--- src/rtl/down_timer_if.sv ---
// Control/status bundle for the down_timer: load/control strobes in, count and expiry status out.
interface down_timer_if #(
    parameter int WIDTH = 32
);
    logic             load;
    logic [WIDTH-1:0] load_val;
    logic             en;
    logic             stop;
    logic             auto_reload;
    logic             irq_clr;
    logic [WIDTH-1:0] count;
    logic             expired;
    logic             irq;
    logic             busy;

    modport master (
        output load, load_val, en, stop, auto_reload, irq_clr,
        input  count, expired, irq, busy
    );

    modport slave (
        input  load, load_val, en, stop, auto_reload, irq_clr,
        output count, expired, irq, busy
    );
endinterface

--- src/rtl/down_timer.sv ---
// Loadable, pausable down-counting timer with one-cycle expiry pulse, sticky irq and optional auto-reload.
module down_timer #(
    parameter int WIDTH = 32
) (
    input  logic        clk,
    input  logic        rst,
    down_timer_if.slave bus
);
    typedef enum logic [1:0] {
        ST_IDLE  = 2'd0,
        ST_RUN   = 2'd1,
        ST_PAUSE = 2'd2
    } state_t;

    localparam logic [WIDTH-1:0] W_ONE = WIDTH'(1);

    state_t           r_state;
    state_t           w_state_nxt;
    logic [WIDTH-1:0] r_count;
    logic [WIDTH-1:0] w_count_nxt;
    logic [WIDTH-1:0] r_reload;
    logic [WIDTH-1:0] w_reload_nxt;
    logic             r_expired;
    logic             w_expired_nxt;
    logic             r_irq;
    logic             w_irq_nxt;

    // Next-state logic: stop beats load, load beats decrement/expiry.
    always_comb begin
        w_state_nxt   = r_state;
        w_count_nxt   = r_count;
        w_reload_nxt  = r_reload;
        w_expired_nxt = 1'b0;
        if (bus.irq_clr) begin
            w_irq_nxt = 1'b0;
        end else begin
            w_irq_nxt = r_irq;
        end

        if (bus.stop) begin
            w_state_nxt = ST_IDLE;
        end else if (bus.load) begin
            w_count_nxt  = bus.load_val;
            w_reload_nxt = bus.load_val;
            if (bus.load_val != '0) begin
                w_state_nxt = ST_RUN;
            end else begin
                w_state_nxt = ST_IDLE;
            end
        end else begin
            case (r_state)
                ST_IDLE: begin
                    w_state_nxt = ST_IDLE;
                end
                ST_RUN, ST_PAUSE: begin
                    // A paused timer resumes counting on the same edge en returns.
                    if (!bus.en) begin
                        w_state_nxt = ST_PAUSE;
                    end else if (r_count == '0) begin
                        w_state_nxt = ST_IDLE;
                    end else if (r_count == W_ONE) begin
                        w_expired_nxt = 1'b1;
                        w_irq_nxt     = 1'b1;
                        if (bus.auto_reload) begin
                            w_count_nxt = r_reload;
                            w_state_nxt = ST_RUN;
                        end else begin
                            w_count_nxt = '0;
                            w_state_nxt = ST_IDLE;
                        end
                    end else begin
                        w_count_nxt = r_count - W_ONE;
                        w_state_nxt = ST_RUN;
                    end
                end
                default: begin
                    w_state_nxt = ST_IDLE;
                end
            endcase
        end
    end

    // State and output registers with asynchronous active-low reset.
    always_ff @(posedge clk or negedge rst) begin
        if (!rst) begin
            r_state   <= ST_IDLE;
            r_count   <= '0;
            r_reload  <= '0;
            r_expired <= 1'b0;
            r_irq     <= 1'b0;
        end else begin
            r_state   <= w_state_nxt;
            r_count   <= w_count_nxt;
            r_reload  <= w_reload_nxt;
            r_expired <= w_expired_nxt;
            r_irq     <= w_irq_nxt;
        end
    end

    assign bus.count   = r_count;
    assign bus.expired = r_expired;
    assign bus.irq     = r_irq;
    assign bus.busy    = (r_state != ST_IDLE);
endmodule

--- src/flat_wrapper.sv ---
// flat-port wrapper written by rule: the top's interface ports become plain ports
module down_timer_flat 
#(
    parameter int WIDTH = 32
)
  (clk, rst, bus_load, bus_load_val, bus_en, bus_stop, bus_auto_reload, bus_irq_clr, bus_count, bus_expired, bus_irq, bus_busy);
  down_timer_if #(.WIDTH(WIDTH)) bus_i ();
  input  logic clk;
  input  logic rst;
  input wire logic [$bits(bus_i.load)-1:0] bus_load;
  input wire logic [$bits(bus_i.load_val)-1:0] bus_load_val;
  input wire logic [$bits(bus_i.en)-1:0] bus_en;
  input wire logic [$bits(bus_i.stop)-1:0] bus_stop;
  input wire logic [$bits(bus_i.auto_reload)-1:0] bus_auto_reload;
  input wire logic [$bits(bus_i.irq_clr)-1:0] bus_irq_clr;
  output wire logic [$bits(bus_i.count)-1:0] bus_count;
  output wire logic [$bits(bus_i.expired)-1:0] bus_expired;
  output wire logic [$bits(bus_i.irq)-1:0] bus_irq;
  output wire logic [$bits(bus_i.busy)-1:0] bus_busy;
  assign bus_i.load = bus_load;
  assign bus_i.load_val = bus_load_val;
  assign bus_i.en = bus_en;
  assign bus_i.stop = bus_stop;
  assign bus_i.auto_reload = bus_auto_reload;
  assign bus_i.irq_clr = bus_irq_clr;
  assign bus_count = bus_i.count;
  assign bus_expired = bus_i.expired;
  assign bus_irq = bus_i.irq;
  assign bus_busy = bus_i.busy;
  down_timer #(.WIDTH(WIDTH)) u_core (.clk(clk), .rst(rst), .bus(bus_i));
endmodule
--- config.mk ---
export PLATFORM = sky130hd
export DESIGN_NAME = down_timer_flat
export DESIGN_NICKNAME = d
export VERILOG_FILES = /design/src/rtl/down_timer_if.sv /design/src/rtl/down_timer.sv /design/src/flat_wrapper.sv
export SDC_FILE = /design/constraint.sdc
export NUM_CORES = 1
export LEC_CHECK = 0
export ABC_CLOCK_PERIOD_IN_PS = 8400
export BUFFER_PORTS_ARGS = -buffer_cell sky130_fd_sc_hd__buf_4
export CAP_MARGIN = 20
export CORE_UTILIZATION = 40
export CTS_CLUSTER_SIZE = 10
export DETAILED_ROUTE_END_ITERATION = 12
export PLACE_DENSITY = 0.7
export SETUP_SLACK_MARGIN = 0.05
export SKIP_CTS_REPAIR_TIMING = 1
export SYNTH_ARGS = -nofsm -noshare
export SYNTH_HDL_FRONTEND = slang
export SYNTH_SLANG_ARGS = --single-unit
--- constraint.sdc ---
create_clock -name clk -period 8.4 [get_ports clk]
set_input_delay 0.84 -clock clk [delete_from_list [all_inputs] [get_ports clk]]
set_output_delay 0.84 -clock clk [all_outputs]
set_load 0.01 [all_outputs]
==> load_flow_metrics.sql <==
INSERT INTO impl_metrics (metric_group, metric, value, unit) VALUES
('cts', 'tritoncts', 'built', ''),
('critical_path', 'rr_startpoint', 'u_core.bus.count[23]', ''),
('synth', 'yosys.area_share.simple', '30.4', '%'),
('critical_path', 'worstSetupStartpointType', 'register', ''),
('synth', 'number_of_flops_mapped_to_enable_cells_by_yosys', '0', ''),
('power', 'power.ir.vdd_worst', '89.7', 'µV'),
('sta', 'timing.final.setup_violations', '0', ''),
('critical_path', 'worst-path-max-fanout', '23', ''),
('cells_and_area', 'insertedDiodeCount', '0', ''),
('cts', 'worst_skew_late_latency', '0.36', 'ns'),
('synth', 'ys_top_cells_by_area', 'sky130_fd_sc_hd__dfrtp_1 42%, sky130_fd_sc_hd__nand2_1 11%, sky130_fd_sc_hd__a21oi_1 3.9%', ''),
('critical_path', 'critical_path_buf_inv_count', '1', ''),
('critical_path', 'cp_data_required_time', '8.65', 'ns'),
('min_path', 'worst_hold_path_type', 'reg2reg', ''),
('synth', 'synth-adder-area-share', '1.22', '%'),
('synth', 'syn_inst', '506', ''),
('synth', 'synth-seq-cells', '68', ''),
('drt', 'wirelength', '12900', 'µm'),
('floorplan', 'floorplan.initialDensity', '41.6', '%'),
('global_route', 'pin_count_of_the_biggest_net_entering_global_routing', '69', ''),
('critical_path', 'slowest_cp_cell', 'sky130_fd_sc_hd__nor4_1', ''),
('drt', 'detailedRoute.firstIterationViolations', '254', ''),
('drt', 'firstDrtPassIters', '5', ''),
('power', 'cellPowerDensity', '193', 'nW/µm²'),
('synth', 'synth_cell_type_count', '49', ''),
('synth', 'syn_nets', '549', ''),
('placed_design', 'gp_congestion', '0.912', ''),
('cells_and_area', 'final_layout_size_suffix_gt1_share', '17.8', '%'),
('critical_path', 'critical-path-max-stage-delay', '0.67', 'ns'),
('critical_path', 'timing.setup.critical_path_class', 'reg2reg', ''),
('power', 'p_leak', '0.00217', 'µW'),
('power', 'report.power.total', '944', 'µW'),
('drt', 'remaining_number_of_nets_flagged_by_the_antenna_check_after_routing', '0', ''),
('sta', 'final.setup.tns', '0', 'ns'),
('synth', 'synthesis.yosys.warnings', '0', ''),
('synth', 'register_area_share_after_synthesis', '41.6', '%'),
('synth', 'synthMostInstantiatedCell', 'sky130_fd_sc_hd__nand2_1', ''),
('floorplan', 'floorplan.io_pins', '74', ''),
('floorplan', 'placeableCoreArea', '9820', 'µm²'),
('global_route', 'grt_pass1_vias', '3991', ''),
('run', 'maxCapViolations', '0', ''),
('critical_path', 'timing.critical_path.arrival', '3.65', 'ns'),
('floorplan', 'die-area', '10600', 'µm²'),
('critical_path', 'endpoint_kind', 'register', ''),
('cells_and_area', 'area_delta_synth_final', '19.4', '%'),
('critical_path', 'ff2ff_setup_slack', '5.00', 'ns'),
('synth', 'synth_top_family_by_area', 'simple AND/OR/NAND/NOR gates', ''),
('sta', 'finalClockSkew', '0.00991', 'ns'),
('synth', 'synth_mux_area_share', '0', '%'),
('cells_and_area', 'finalNonFillerCells', '702', ''),
('synth', 'synthTopCellsByCount', '124 x sky130_fd_sc_hd__nand2_1, 68 x sky130_fd_sc_hd__dfrtp_1, 42 x sky130_fd_sc_hd__nor2_1, 32 x sky130_fd_sc_hd__a21oi_1, 23 x sky130_fd_sc_hd__nor3_1', ''),
('sta', 'finalWorstSetupSlack', '5.00', 'ns'),
('global_route', 'first_pass_grt_wire_length', '20500', 'µm'),
('critical_path', 'crit_path_frequent_cell', 'sky130_fd_sc_hd__nor4_1', ''),
('synth', 'syn_area', '4090', 'µm²'),
('cts', 'number_of_buffers_inserted_during_clock_tree_synthesis', '9', ''),
('critical_path', 'cp.depth', '7', ''),
('sta', 'finalCriticalPeriod', '3.40', 'ns'),
('cts', 'clock_tree.buffer_depth', '2', ''),
('placed_design', 'io_buffers', '73', ''),
('outcome', 'run_status', 'finished, final reports clean', ''),
('sta', 'max-slew-margin-rel', '24.2', '%'),
('cells_and_area', 'finalNetCount', '609', ''),
('placed_design', 'dpl.cell_count', '688', ''),
('sta', 'worst-slew-pin-transition', '1.13', 'ns'),
('sta', 'period_share', '40.5', '%'),
('global_route', 'number_of_antenna_violations_at_the_first_check_in_global_routing', '0', ''),
('critical_path', 'worst_r2r_endpoint', 'u_core.bus.count[0]', ''),
('drt', 'routed_wire_length_per_instance', '18.3', 'µm'),
('drt', 'num_vias', '4124', ''),
('cts', 'htree_num_levels', '3', '');
placed cells by master, fill, tap and decap left out, types with 3 or more instances in the layout:
master / Yosys / routed
sky130_fd_sc_hd__buf_4: 0 / 79
sky130_fd_sc_hd__clkbuf_8: 0 / 9
sky130_fd_sc_hd__nand2_1: 124 / 124
sky130_fd_sc_hd__inv_1: 11 / 11
sky130_fd_sc_hd__or4_4: 3 / 3
sky130_fd_sc_hd__nor2_1: 42 / 40
sky130_fd_sc_hd__and4_1: 5 / 5
sky130_fd_sc_hd__a21oi_1: 32 / 32
sky130_fd_sc_hd__xnor2_1: 5 / 5
sky130_fd_sc_hd__a311oi_1: 9 / 9
sky130_fd_sc_hd__o31ai_1: 13 / 13
sky130_fd_sc_hd__and2_1: 5 / 5
sky130_fd_sc_hd__nand4_1: 8 / 8
sky130_fd_sc_hd__a32oi_1: 3 / 3
sky130_fd_sc_hd__or4_1: 3 / 3
sky130_fd_sc_hd__and3_1: 4 / 4
sky130_fd_sc_hd__or3_1: 3 / 3
sky130_fd_sc_hd__o21ai_0: 17 / 17
sky130_fd_sc_hd__nand2b_1: 4 / 4
sky130_fd_sc_hd__nor4_1: 18 / 18
sky130_fd_sc_hd__ha_1: 4 / 4
sky130_fd_sc_hd__nor3_1: 23 / 23
sky130_fd_sc_hd__o22ai_1: 3 / 3
sky130_fd_sc_hd__a211oi_1: 5 / 5
sky130_fd_sc_hd__xor2_1: 14 / 14
sky130_fd_sc_hd__a31oi_1: 9 / 9
sky130_fd_sc_hd__a211o_1: 5 / 5
sky130_fd_sc_hd__nand3_1: 9 / 9
sky130_fd_sc_hd__a22oi_1: 5 / 5
sky130_fd_sc_hd__nor4b_1: 3 / 3
sky130_fd_sc_hd__dfrtp_1: 68 / 68
per-stage QoR:
stage	util, %	hold WS [ns]	area [µm²]
finish	49.7	0.477	4880
global route	49.7	0.512	4880
CTS	49.7	0.484	4880
detailed placement	48.0	0.466	4710
global placement	48.0	0.460	4710
floorplan	-	0.438	4090
worst register-to-register path, delay by kind of cell (launching register included):
family                 cells  cell delay [ns]
AO/OA/AOI/OAI              2             0.75
buffers and inverters      1             0.34
flip-flops                 1             0.44
AND/OR/NAND/NOR            4             1.78
how the worst min path moves through the flow:
stage	startpoint	end	slack [ns]	cells past startpoint
global placement	u_core.r_reload[14]	u_core.r_reload[14]	0.46	2
finish	u_core.r_reload[12]	u_core.r_reload[12]	0.48	2
CTS	u_core.r_reload[14]	u_core.r_reload[14]	0.48	2
floorplan	u_core.r_reload[20]	u_core.r_reload[20]	0.44	2
global route	u_core.r_reload[13]	u_core.r_reload[13]	0.51	2
detailed placement	u_core.r_reload[12]	u_core.r_reload[12]	0.47	2
metal layers:
layer | global-route usage [%] | vias up | wire, µm
met1 | 32.8 | 1954 | 5430
met3 | 6.17 | 32 | 1010
met2 | 41.6 | 206 | 6030
met5 | 0 | - | 0
met4 | 12.2 | 0 | 374
li1 | - | 1932 | -
cells by family after synthesis:
logic type               after synthesis
flip-flops                            68
XOR/XNOR                              19
adder cells (fa/ha/maj)                4
buffers and inverters                 42
AND/OR/NAND/NOR                      261
AO/OA/AOI/OAI                        112
sequential cells by signal, summed over array words and instances (netlist names):
name and flops:
u_core.bus.expired 1, u_core.bus.irq 1, u_core.r_state 2, u_core.bus.count 32
u_core.r_reload 32
cell type report:
class / instances / area share [%]
multi-input cells: 396 / 45.1
flip-flops and latches: 68 / 34.9
repair buffers: 79 / 12.2
well taps: 133 / 3.41
clock buffers: 11 / 2.69
inverters: 12 / 0.923
clock inverters: 3 / 0.820
where the power goes:
group	total, µW	internal [µW]	switching [µW]
clock	258	133	125
sequential	435	374	61.1
combinational	252	111	141
total	944	618	326
No activity file was read; power rests on OpenSTA's default activity.
